==> config.mk <==
export PLATFORM = sky130hd
export DESIGN_NAME = mmio_bus
export DESIGN_NICKNAME = d
export VERILOG_FILES = /design/src/rtl/mmio_bus.sv
export SDC_FILE = /design/constraint.sdc
export NUM_CORES = 1
export LEC_CHECK = 0
export BUFFER_PORTS_ARGS = -buffer_cell sky130_fd_sc_hd__buf_2
export CAP_MARGIN = 20
export CORE_AREA = 2 2 131 133
export DETAILED_ROUTE_END_ITERATION = 8
export DIE_AREA = 0 0 133 135
export PLACE_DENSITY = 0.72
export SETUP_SLACK_MARGIN = 0.5
export SYNTH_ARGS = -nofsm -noshare
export SYNTH_HDL_FRONTEND = slang
export SYNTH_SLANG_ARGS = --single-unit
==> constraint.sdc <==
create_clock -name clk -period 2.9 [get_ports clk]
set_input_delay 0.58 -clock clk [delete_from_list [all_inputs] [get_ports clk]]
set_output_delay 0.58 -clock clk [all_outputs]
set_load 0.01 [all_outputs]
==> src/rtl/mmio_bus.sv <==
// mmio_bus: core data-port interconnect to RAM, peripheral slots and a sticky error status register
module mmio_bus #(
  parameter int          DATA_W      = 32,
  parameter int          RAM_BYTES   = 16384,
  parameter logic [31:0] PERIPH_BASE = 32'h0000_4000,
  parameter int          SLOT_BYTES  = 16,
  parameter int          NUM_PERIPH  = 4,
  parameter int          TIMEOUT     = 15,
  localparam int         OFF_W       = $clog2(SLOT_BYTES),
  localparam int         SW          = NUM_PERIPH > 1 ? $clog2(NUM_PERIPH) : 1
) (
  input  logic                         clk,
  input  logic                         rst,
  input  logic [31:0]                  cpu_addr,
  input  logic [DATA_W-1:0]            cpu_wdata,
  input  logic                         cpu_read,
  input  logic                         cpu_write,
  output logic [DATA_W-1:0]            cpu_rdata,
  output logic                         cpu_stall,
  output logic                         ram_read,
  output logic                         ram_write,
  output logic [DATA_W-1:0]            ram_wdata,
  input  logic [DATA_W-1:0]            ram_rdata,
  output logic [NUM_PERIPH-1:0]        per_sel,
  output logic                         per_read,
  output logic                         per_write,
  output logic [OFF_W-1:0]             per_offset,
  output logic [DATA_W-1:0]            per_wdata,
  input  logic [NUM_PERIPH*DATA_W-1:0] per_rdata,
  input  logic [NUM_PERIPH-1:0]        per_ready,
  output logic                         bus_err
);
  typedef enum logic [1:0] {IDLE, WAIT, DONE} state_t;
  localparam logic [31:0] PEND = PERIPH_BASE + 32'(NUM_PERIPH * SLOT_BYTES);
  state_t            state;
  logic [SW-1:0]     slot_q, slot_d;
  logic [OFF_W-1:0]  off_q;
  logic              dir_q;
  logic [DATA_W-1:0] wdata_q, rdata_q, status;
  logic [7:0]        cnt, count, cnt_base;
  logic              f_um, f_to, f_ill;
  logic              acc, idle, ram_hit, slot_hit, st_hit, um_hit;
  logic              um_err, to_now, ill_now, err_now, clr;

  assign acc      = cpu_read | cpu_write;
  assign idle     = state == IDLE;
  assign ram_hit  = cpu_addr < 32'(RAM_BYTES);
  assign slot_hit = !ram_hit && cpu_addr >= PERIPH_BASE && cpu_addr < PEND;
  assign st_hit   = !ram_hit && cpu_addr == PEND;
  assign um_hit   = !ram_hit && !slot_hit && !st_hit;
  assign slot_d   = SW'((cpu_addr - PERIPH_BASE) >> OFF_W);
  assign um_err   = idle && acc && um_hit;
  assign ill_now  = idle && slot_hit && cpu_read && cpu_write;
  assign clr      = idle && st_hit && cpu_write;
  assign to_now   = state == WAIT && !per_ready[slot_q] && cnt == 8'(TIMEOUT);
  assign err_now  = um_err | to_now;
  assign cnt_base = clr ? 8'd0 : count;
  assign status   = DATA_W'({count, 5'b0, f_ill, f_to, f_um});

  assign ram_write  = ram_hit && cpu_write;
  assign ram_read   = ram_hit && cpu_read && !cpu_write;
  assign ram_wdata  = cpu_wdata;
  assign cpu_rdata  = state == DONE ? rdata_q :
                      ram_hit ? ram_rdata :
                      (idle && st_hit) ? status : '0;
  assign cpu_stall  = rst && (state == WAIT || (idle && acc && slot_hit));
  assign per_sel    = state == WAIT ? NUM_PERIPH'(1) << slot_q : '0;
  assign per_read   = state == WAIT && !dir_q;
  assign per_write  = state == WAIT && dir_q;
  assign per_offset = off_q;
  assign per_wdata  = wdata_q;

  // Sticky error fields; a STATUS write clears them but a same-cycle error still lands
  always_ff @(posedge clk or negedge rst)
    if (!rst) begin
      f_um    <= 1'b0;
      f_to    <= 1'b0;
      f_ill   <= 1'b0;
      count   <= '0;
      bus_err <= 1'b0;
    end else begin
      f_um    <= (f_um & ~clr) | um_err;
      f_to    <= (f_to & ~clr) | to_now;
      f_ill   <= (f_ill & ~clr) | ill_now;
      count   <= (err_now && cnt_base != 8'hFF) ? cnt_base + 8'd1 : cnt_base;
      bus_err <= err_now;
    end

  // Peripheral handshake: latch the request, wait for ready or timeout, retire for one cycle
  always_ff @(posedge clk or negedge rst)
    if (!rst) begin
      state   <= IDLE;
      slot_q  <= '0;
      off_q   <= '0;
      dir_q   <= 1'b0;
      wdata_q <= '0;
      rdata_q <= '0;
      cnt     <= '0;
    end else begin
      case (state)
        IDLE: if (acc && slot_hit) begin
          slot_q  <= slot_d;
          off_q   <= cpu_addr[OFF_W-1:0];
          dir_q   <= cpu_write;
          wdata_q <= cpu_wdata;
          cnt     <= '0;
          state   <= WAIT;
        end
        WAIT: begin
          cnt <= cnt + 8'd1;
          if (per_ready[slot_q]) begin
            rdata_q <= dir_q ? '0 : per_rdata[int'(slot_q)*DATA_W +: DATA_W];
            state   <= DONE;
          end else if (to_now) begin
            rdata_q <= DATA_W'(32'hDEADBEEF);
            state   <= DONE;
          end
        end
        default: state <= IDLE;
      endcase
    end
endmodule

==> metrics.csv, run 1 <==
stage,metric,value,unit
clock_network,CTS tree,yes,
global_routing,global-route wire length before repair,30600,µm
clock_network,Root Buffer,clkbuf_16,
global_routing,pin count of the biggest net entering global routing,63,
die,Initial Util,35.4,%
pwr,Max VDD drop,0.256,mV
synth,adder-cell share of the synthesized area,0.431,%
synth,number of synthesized flops with an enable pin,0,
synth,post-synthesis sequential area ratio,40.1,%
status,outcome,"finished, final reports clean",
pwr,Leakage,4.30,nW
die,Die Span Y,135,µm
synth,post-synthesis simple-gate area fraction,21.2,%
synth,Synth warnings,0,
route,DRC,0,
synth,Cell variety after synth,53,
clock_network,"CTS clk-pin slew, worst paths",70,ps
die,core area,16400,µm²
worst_setup_path,Setup crit end,cpu_rdata[8],
worst_setup_path,Crit path arrival time,2180,ps
timing,RSZ-0062 raised after global routing,true,
route,via count,5707,
worst_setup_path,worst-path maximum fanout,5,
place,I/O Buffers,341,
timing,max-slew violations,0,
global_routing,Total GRT Usage,22.1,%
global_routing,total grt overflow,0,
worst_setup_path,R2R Setup Slk,720,ps
die,num rows,47,
pwr,switching share of total power,27.8,%
synth,#FFs+latches synth,93,
clock_network,worst skew pair latency,350,ps
pwr,Logic pwr share,18.1,%
pwr,register share of total power,45.7,%
place,HPWL after detailed placement,14700,µm
place,placed cell count,1074,
route,initial detailed-routing violation count,283,
worst_setup_path,CP startpoint,cpu_addr[11],
worst_setup_path,Worst Setup Start Kind,input port,
synth,Compound-Gate Fraction of Synth Area,8.39,%
timing,Peak Freq,362,MHz
synth,post-synthesis instance total,561,
route,Vias per Instance,5.14,
worst_setup_path,critical path class,in -> out,
die,total die area,18000,µm²
worst_setup_path,Reg2Reg Launch Point,slot_q[0],
job,Max-cap violations,0,
synth,largest family of logic cells by synthesized area,multiplexers,
pwr,PD cells,379,nW/µm²
min_path,Worst Hold Class,in -> async,
layout,"commonest non-fill, non-tap cell in the layout",buf_2,
die,# IOs,342,
layout,Layout area overhead,51.5,%
route,DRT antenna net count,0,
synth,post-synth net total,795,
clock_network,clk sink count,93,
place,global placement routability congestion,0.833,
layout,diode count,0,
clock_network,Clock Path Buffers,2,
die,die width,133,µm
timing,Slew @ Worst Pin,830,ps
pwr,Net Sw Power,0.000927,W
clock_network,number of clock buffers inserted by TritonCTS,9,
layout,"commonest cells after routing, fill and taps aside","310 x buf_2, 92 x dfrtp_1, 56 x nor2_1, 45 x nand2_1, 45 x buf_6",
timing,period utilisation layout,95.2,%
synth,area of the mapped netlist,5800,µm²
clock_network,htree depth,3,
global_routing,vias in the first global route,5658,
synth,Mean Syn Cell Area,10.3,µm²
synth,Synth Area in XOR/XNOR,0.151,%
worst_setup_path,Reg2Reg Depth,5,
clock_network,"Hold-fix buffers, CTS",0,
worst_setup_path,CP required,2320,ps
synth,ys async rst share,100,%
synth,ys flop type,dfrtp_1,
pwr,Clock Power Share,36.1,%
pwr,power consumption,0.00333,W
layout,Non-Filler Instances,1110,
layout,ratio of cells with drive above 1 in the final layout,59.4,%
timing,Period minus WS final,2760,ps
global_routing,initial antenna violation count,0,
timing,clk_skew,9.80,ps
synth,multiplexer area fraction after synthesis,22.3,%
route,Post-Route WL,20100,µm
pwr,P_int,0.00241,W
worst_setup_path,Reg-to-Reg End,rdata_q[22],
timing,Fin. Hold Viols,0,
layout,fin nets,1119,
route,drt pass-1 iters,6,
timing,Slew headroom,44.7,%
timing,setup violators final,0,
route,WL/cell,18.1,µm
worst_setup_path,Crit. End Element,primary output,
-- synthesized netlist by cell type (all sizes together), types with 3 or more instances --
| master | count | area, µm² |
|---|---|---|
| nand2 | 69 | 262 |
| nand3 | 33 | 165 |
| nor4 | 7 | 65.1 |
| clkbuf | 23 | 86.3 |
| nand2b | 15 | 93.8 |
| nor3 | 4 | 31.3 |
| mux4 | 33 | 743 |
| and3 | 4 | 25.0 |
| mux2 | 39 | 473 |
| nand3b | 24 | 180 |
| nand4 | 5 | 31.3 |
| o21a | 3 | 22.5 |
| o21ai | 39 | 199 |
| and4 | 3 | 26.3 |
| and2 | 8 | 50.1 |
| inv | 4 | 15.0 |
| mux2i | 8 | 80.1 |
| nor2 | 56 | 210 |
| a31oi | 5 | 31.3 |
| dfrtp | 93 | 2330 |
| a21oi | 5 | 25.0 |
| a221oi | 11 | 96.3 |
| buf | 46 | 328 |
-- worst min path at each step --
| stage | endpoint | slack [ps] | from | cells after the start |
|---|---|---|---|---|
| 2_1_floorplan | bus_err | 280 | rst | 0 |
| 3_3_place_gp | rdata_q[17] | 460 | rdata_q[17] | 2 |
| 3_5_place_dp | rdata_q[17] | 470 | rdata_q[17] | 2 |
| 4_1_cts | per_wdata[19] | 160 | rst | 1 |
| 5_1_grt | per_wdata[19] | 190 | rst | 1 |
| 6_report | per_wdata[19] | 160 | rst | 1 |
-- registers in the layout (all words and copies together) (netlist names), 2 cells and up --
signal      count
per_wdata      32
rdata_q        32
cnt             8
count           8
per_offset      4
slot_q          2
state           2
-- per-stage QoR --
step / util (%) / hold WS, ps / area, µm² / setup slack, ps / setup TNS (ps)
global placement: 48.0 / 464 / 7870 / -11.7 / -11.7
finish: 53.6 / 162 / 8790 / 138 / 0
floorplan: - / 284 / 6170 / 131 / 0
global route: 53.6 / 187 / 8790 / 74.4 / 0
CTS: 52.7 / 163 / 8650 / 155 / 0
detailed placement: 48.0 / 471 / 7870 / -41.3 / -142
-- layer usage --
layer  vias to the layer above  wire length (µm)  track usage [%]
met1                      2831              8780             29.4
met3                        26               885             4.05
met5                         -                 0                0
met2                       196             10100             37.1
li1                       2654                 -                -
met4                         0               345             6.27
-- repair_timing --
item	in CTS	in global routing
setup buffers	13	2
cloned	5	0
pin swaps	30	22
resized for setup	53	22
setup endpoints to repair	39	56
-- critical path, cell delays in order --
cell,delay (ps)
buf_6,90
or4_4,550
nor4_4,180
and4_4,300
buf_6,140
a221oi_1,80
nor2_1,120
buf_2,140
-- cell type report --
class                           count  area, µm²
Fill cell                        1476       7620
Multi-Input combinational cell    395       3490
Timing Repair Buffer              382       2370
Sequential cell                    93       2330
Tap cell                          220        275
Clock buffer                       11        243
Clock inverter                      5       60.1
Inverter                            4       15.0
-- cells by family after synthesis --
family	Yosys count
buffers and inverters	73
muxes	80
AOI/OAI and AO/OA	73
and+or+nand+nor	239
DFF	93
xor gates and xnor gates	1
adders and majority gates	2
-- power groups by stage --
stage | Clock [W] | Sequential, W | Combinational, W
2_1_floorplan | 0 | 0.00150 | 0.000333
3_3_place_gp | 0 | 0.00154 | 0.000559
3_5_place_dp | 0 | 0.00154 | 0.000580
4_1_cts | 0.00126 | 0.00152 | 0.000589
5_1_grt | 0.00131 | 0.00154 | 0.000669
6_report | 0.00121 | 0.00152 | 0.000604
Note: power is estimated with default switching activity, not from simulation.
==> inputs of run 2 (changes only) <==
- PLACE_DENSITY: 0.72 -> 0.67
==> run 2 against run 1 <==
  * Core utilization is 0.73 points lower
  * Cell count is 0.81% lower
  * Sequential share of layout area is 0.37 points higher
  * Non-clock buffer count is 7 lower
  * Die area stayed put
  * Total power is 1.2% lower
  * Largest power group unchanged
  * Highest routed layer is now met5
==> metrics.csv, run 2 (same netlist as run 1, synthesis figures left out) <==
stage,metric,value,unit
status,outcome,"finished, final reports clean",
place,global placement routability congestion,0.825,
pwr,Logic pwr share,18.1,%
timing,period utilisation layout,94.9,%
clock_network,CTS tree,yes,
layout,multi-input logic area,3480,µm²
timing,Slew headroom,48.2,%
clock_network,worst skew pair latency,350,ps
worst_setup_path,Worst Setup Start Kind,input port,
place,HPWL after detailed placement,15200,µm
worst_setup_path,critical path class,in -> out,
worst_setup_path,CP required,2320,ps
route,DRT antenna net count,0,
layout,fin nets,1112,
global_routing,pin count of the biggest net entering global routing,58,
worst_setup_path,slowest CP cell,or4_4,
clock_network,clk sink count,93,
pwr,Net Sw Power,0.000905,W
timing,Period minus WS final,2750,ps
layout,"commonest cells after routing, fill and taps aside","310 x buf_2, 92 x dfrtp_1, 56 x nor2_1, 45 x nand2_1, 36 x o21ai_0",
die,Initial Util,35.4,%
worst_setup_path,CP max stage delay,550,ps
clock_network,number of clock buffers inserted by TritonCTS,9,
clock_network,Root Buffer,clkbuf_16,
job,Max-cap violations,0,
timing,max-slew violations,0,
worst_setup_path,worst-path maximum fanout,11,
layout,ratio of cells with drive above 1 in the final layout,58.7,%
route,Post-Route WL,20400,µm
place,I/O Buffers,341,
clock_network,Clock Path Buffers,2,
global_routing,global-route wire length before repair,30700,µm
pwr,switching share of total power,27.5,%
timing,Fin. Hold Viols,0,
global_routing,Total GRT Usage,22.1,%
pwr,register share of total power,46.3,%
worst_setup_path,Crit path arrival time,2170,ps
clock_network,"Hold-fix buffers, CTS",0,
route,WL/cell,18.5,µm
place,dpl cell area,7900,µm²
worst_setup_path,"Cell Chain, Critical Path","buf_6, or4_4, nor4_4, and4_4, buf_12, a221oi_2, nor2_1, buf_2",
layout,"commonest non-fill, non-tap cell in the layout",buf_2,
timing,setup violators final,0,
pwr,Clock Power Share,35.6,%
global_routing,initial antenna violation count,1,
die,num rows,47,
worst_setup_path,Crit. End Element,primary output,
pwr,Max VDD drop,0.266,mV
clock_network,htree depth,3,
die,total die area,18000,µm²
timing,Slew @ Worst Pin,777,ps
worst_setup_path,top cell family by delay on the critical path,simple AND/OR/NAND/NOR gates,
layout,"Design Area, Final",8670,µm²
route,initial detailed-routing violation count,339,
global_routing,total grt overflow,0,
route,Vias per Instance,5.10,
global_routing,vias in the first global route,5516,
clock_network,"CTS clk-pin slew, worst paths",60,ps
route,via count,5613,
place,placed cell count,1076,
die,die width,133,µm
layout,Non-Filler Instances,1101,
die,Die Span Y,135,µm
pwr,power consumption,0.00329,W
min_path,Worst Hold Class,in -> async,
layout,Filler Cell Count,1521,
die,# IOs,342,
route,DRC,0,
timing,Peak Freq,363,MHz
timing,clk_skew,6.30,ps
timing,RSZ-0062 raised after global routing,true,
layout,Layout area overhead,49.4,%
layout,diode count,0,
worst_setup_path,CP bufs+invs,3,
pwr,Leakage,4.23,nW
die,core area,16400,µm²
pwr,PD cells,380,nW/µm²
layout,register area,2330,µm²
route,drt pass-1 iters,4,
pwr,P_int,0.00239,W
[run 2: changes by cell type in the layout (fill, tap and decap cells not counted), moves of 2 or more]
cell / delta
a221oi_1: +2
buf_16: -2
nand2b_2: +2
clkinv_4: -2
buf_12: +3
buf_6: -12
buf_4: +4
a221oi_2: -2
[run 2: worst paths after layout]
check	slack [ps]	to	startpoint	depth (start not counted)
worst max-delay path	150	cpu_rdata[15]	cpu_addr[13]	8
worst min-delay path	330	per_wdata[7]	rst	2
worst max register to register	710	count[7]	state[1]	11
worst min register to register	480	rdata_q[22]	rdata_q[22]	2
max in group asynchronous	1940	rdata_q[6]	rst	2
min in group clk	450	slot_q[0]	cpu_addr[4]	2
[run 2: layout make-up]
type / instances / share of cell area (%)
sequential: 93 / 26.9
tap: 220 / 3.18
timing repair buffer: 375 / 26.3
inverter: 4 / 0.173
multi-input combinational: 395 / 40.2
clock buffer: 12 / 2.84
clock inverter: 2 / 0.404
[run 2: metrics by stage]
step                      setup slack, ps  util, %  setup TNS [ps]  hold slack, ps
after floorplan                       131        -               0             284
after CTS                             140     51.2               0             333
after global routing                 34.4     52.8               0             367
after global placement               24.0     48.1               0             462
final                                 147     52.8               0             325
after detailed placement            -10.3     48.1           -10.3             473
[run 2: what timing repair did]
| item | 4_1_cts | 5_1_grt |
|---|---|---|
| endpoints found under the setup margin | 48 | 76 |
| cloned | 2 | 1 |
| pin swaps | 4 | 20 |
| setup buffers | 6 | 2 |
| resized for setup | 18 | 41 |
[run 2: per-layer routing]
layer / global-route usage (%) / part of all wire [%] / up-vias
met3: 4.43 / 4.8 / 18
met5: 0 / 0.049 / -
met2: 36.0 / 51 / 171
met1: 30.5 / 43 / 2790
li1: - / - / 2632
met4: 4.90 / 0.99 / 2
[run 2: worst register-to-register path: stages, from the launching register on]
cell,delay [ps]
dfrtp_1,420
nor2_1,240
and2_1,180
nand4_1,130
buf_4,180
nand2_4,60
inv_2,40
ha_4,160
a2111oi_4,310
nand2_1,90
o2111ai_1,180
nor2_1,70
[run 2: power groups by stage]
stage          Clock (W)  Combinational (W)  Sequential, W
6_report         0.00117           0.000595        0.00153
5_1_grt          0.00126           0.000664        0.00154
2_1_floorplan          0           0.000333        0.00150
3_5_place_dp           0           0.000562        0.00155
3_3_place_gp           0           0.000552        0.00154
4_1_cts          0.00122           0.000573        0.00152
==> inputs of run 3 (changes only) <==
- clock period: 2.9 -> 2.7 ns (I/O delays scaled with it)
==> run 3 against run 2 <==
  * The flow now finishes with violations (negative setup slack)
  * Die area stayed put
  * Routed wire length is 1.6% higher
  * Via count is 0.94% higher
  * Global-route usage is 0.27 points higher
  * Largest cell class unchanged
  * Highest routed layer is now met4
==> metrics.csv, run 3 (same netlist as run 1, synthesis figures left out) <==
stage,metric,value,unit
route,initial detailed-routing violation count,289,
place,I/O Buffers,341,
die,total die area,18000,µm²
route,via count,5666,
timing,Fin. Hold Viols,0,
pwr,Leakage,4.57,nW
die,num rows,47,
clock_network,number of clock buffers inserted by TritonCTS,9,
clock_network,Clock Path Buffers,2,
layout,"commonest cells after routing, fill and taps aside","309 x buf_2, 91 x dfrtp_1, 56 x nor2_1, 45 x nand2_1",
min_path,Worst Hold Class,in -> async,
layout,ratio of cells with drive above 1 in the final layout,63.9,%
global_routing,initial antenna violation count,0,
pwr,PD cells,410,nW/µm²
pwr,Max VDD drop,0.343,mV
route,Vias per Instance,5.05,
timing,Peak Freq,361,MHz
timing,Period minus WS final,2770,ps
timing,post-route setup slack,-71.2,ps
status,violated checks,negative setup slack,
global_routing,Total GRT Usage,22.3,%
route,DRT antenna net count,0,
global_routing,pin count of the biggest net entering global routing,94,
route,top sig layer,met4,
status,outcome,"complete, but fails checks",
clock_network,htree depth,3,
die,Initial Util,35.4,%
place,HPWL after detailed placement,14900,µm
clock_network,worst skew pair latency,340,ps
layout,Filler Cell Count,1413,
timing,period utilisation layout,103,%
timing,setup violators final,13,
global_routing,total grt overflow,0,
timing,RSZ-0062 raised after global routing,true,
worst_setup_path,CP required,2160,ps
layout,fin nets,1131,
worst_setup_path,critical path class,in -> out,
timing,clk_skew,5.99,ps
die,die width,133,µm
timing,Slew @ Worst Pin,526,ps
clock_network,"CTS clk-pin slew, worst paths",60,ps
timing,max-slew violations,0,
place,global placement routability congestion,0.854,
worst_setup_path,Crit. End Element,primary output,
clock_network,Root Buffer,clkbuf_16,
die,# IOs,342,
worst_setup_path,worst-path maximum fanout,11,
global_routing,global-route wire length before repair,31400,µm
route,DR WL met2,10400,µm
route,routed wl met3,1190,µm
place,DP Worst Slack,-222,ps
layout,diode count,0,
die,Die Span Y,135,µm
die,core area,16400,µm²
layout,multi-input logic area,3650,µm²
layout,"commonest non-fill, non-tap cell in the layout",buf_2,
route,M1 WL,8990,µm
global_routing,vias in the first global route,5773,
timing,Slew headroom,65.0,%
layout,Layout area overhead,60.3,%
clock_network,clk sink count,93,
route,Post-Route WL,20800,µm
timing,WHS,281,ps
layout,register area,2330,µm²
route,WL/cell,18.5,µm
route,drt pass-1 iters,4,
job,Max-cap violations,0,
route,DRC,0,
worst_setup_path,Worst Setup Start Kind,input port,
clock_network,CTS tree,yes,
worst_setup_path,Crit path arrival time,2230,ps
## run 3: changes by cell type in the layout (fill, tap and decap cells not counted), moves of 6 or more
cell,delta
nand3_2,+9
buf_12,+9
mux2_1,-24
mux2_2,-6
mux2_4,+30
buf_6,+6
## run 3: layer usage
metal / GRT usage (%) / vias up
met1: 30.8 / 2778
met2: 37.0 / 192
met4: 4.60 / 0
met3: 4.05 / 16
met5: 0 / -
li1: - / 2680
## run 3: worst paths after layout
check | cells after the start | end | from | slack, ps
min in group clk | 2 | per_wdata[29] | cpu_wdata[29] | 440
max in group asynchronous | 2 | dir_q | rst | 1980
hold reg to reg | 2 | rdata_q[8] | rdata_q[8] | 490
setup reg to reg | 11 | count[7] | state[1] | 420
setup / recovery | 9 | cpu_rdata[2] | cpu_addr[13] | -70
hold / removal | 2 | per_wdata[16] | rst | 280
## run 3: stage by stage
stage | cells | instance area [µm²] | power [W] | TNS [ps] | util [%]
final | 1121 | 9300 | 0.00381 | -595 | 56.7
after global routing | 1121 | 9300 | 0.00400 | -2230 | 56.7
after CTS | 1113 | 9070 | 0.00381 | -429 | 55.3
after detailed placement | 1080 | 8040 | 0.00228 | -2410 | 49.0
after global placement | 1080 | 8040 | 0.00227 | -2240 | 49.0
after floorplan | 561 | 6260 | 0.00196 | -28.9 | -
## run 3: cell type report
type                       count  share of cell area (%)
clock buffer                  11                    2.50
clock inverter                 4                    1.05
inverter                       4                   0.161
multi-input combinational    395                    39.2
sequential                    93                    25.0
tap                          220                    2.96
timing repair buffer         394                    29.0
## run 3: power by group
part / switching, W / internal (W)
logic: 0.000334 / 0.000387
registers: 0.000150 / 0.00150
clock network: 0.000541 / 0.000902
## run 3: worst max-delay path, cell delays in order
cell and delay (ps):
buf_6 90, or4_4 550, nor4_4 180, buf_4 170, and4_4 210, buf_12 150
a221oi_2 60, nor2_1 120, buf_2 140
## run 3: repair_timing
action,CTS,global route
buffers inserted,11,7
pin swaps,27,28
gates resized for setup,92,24
endpoints found under the setup margin,87,99
endpoints found under the hold margin,0,0
gates cloned,7,1
hold buffers,0,0
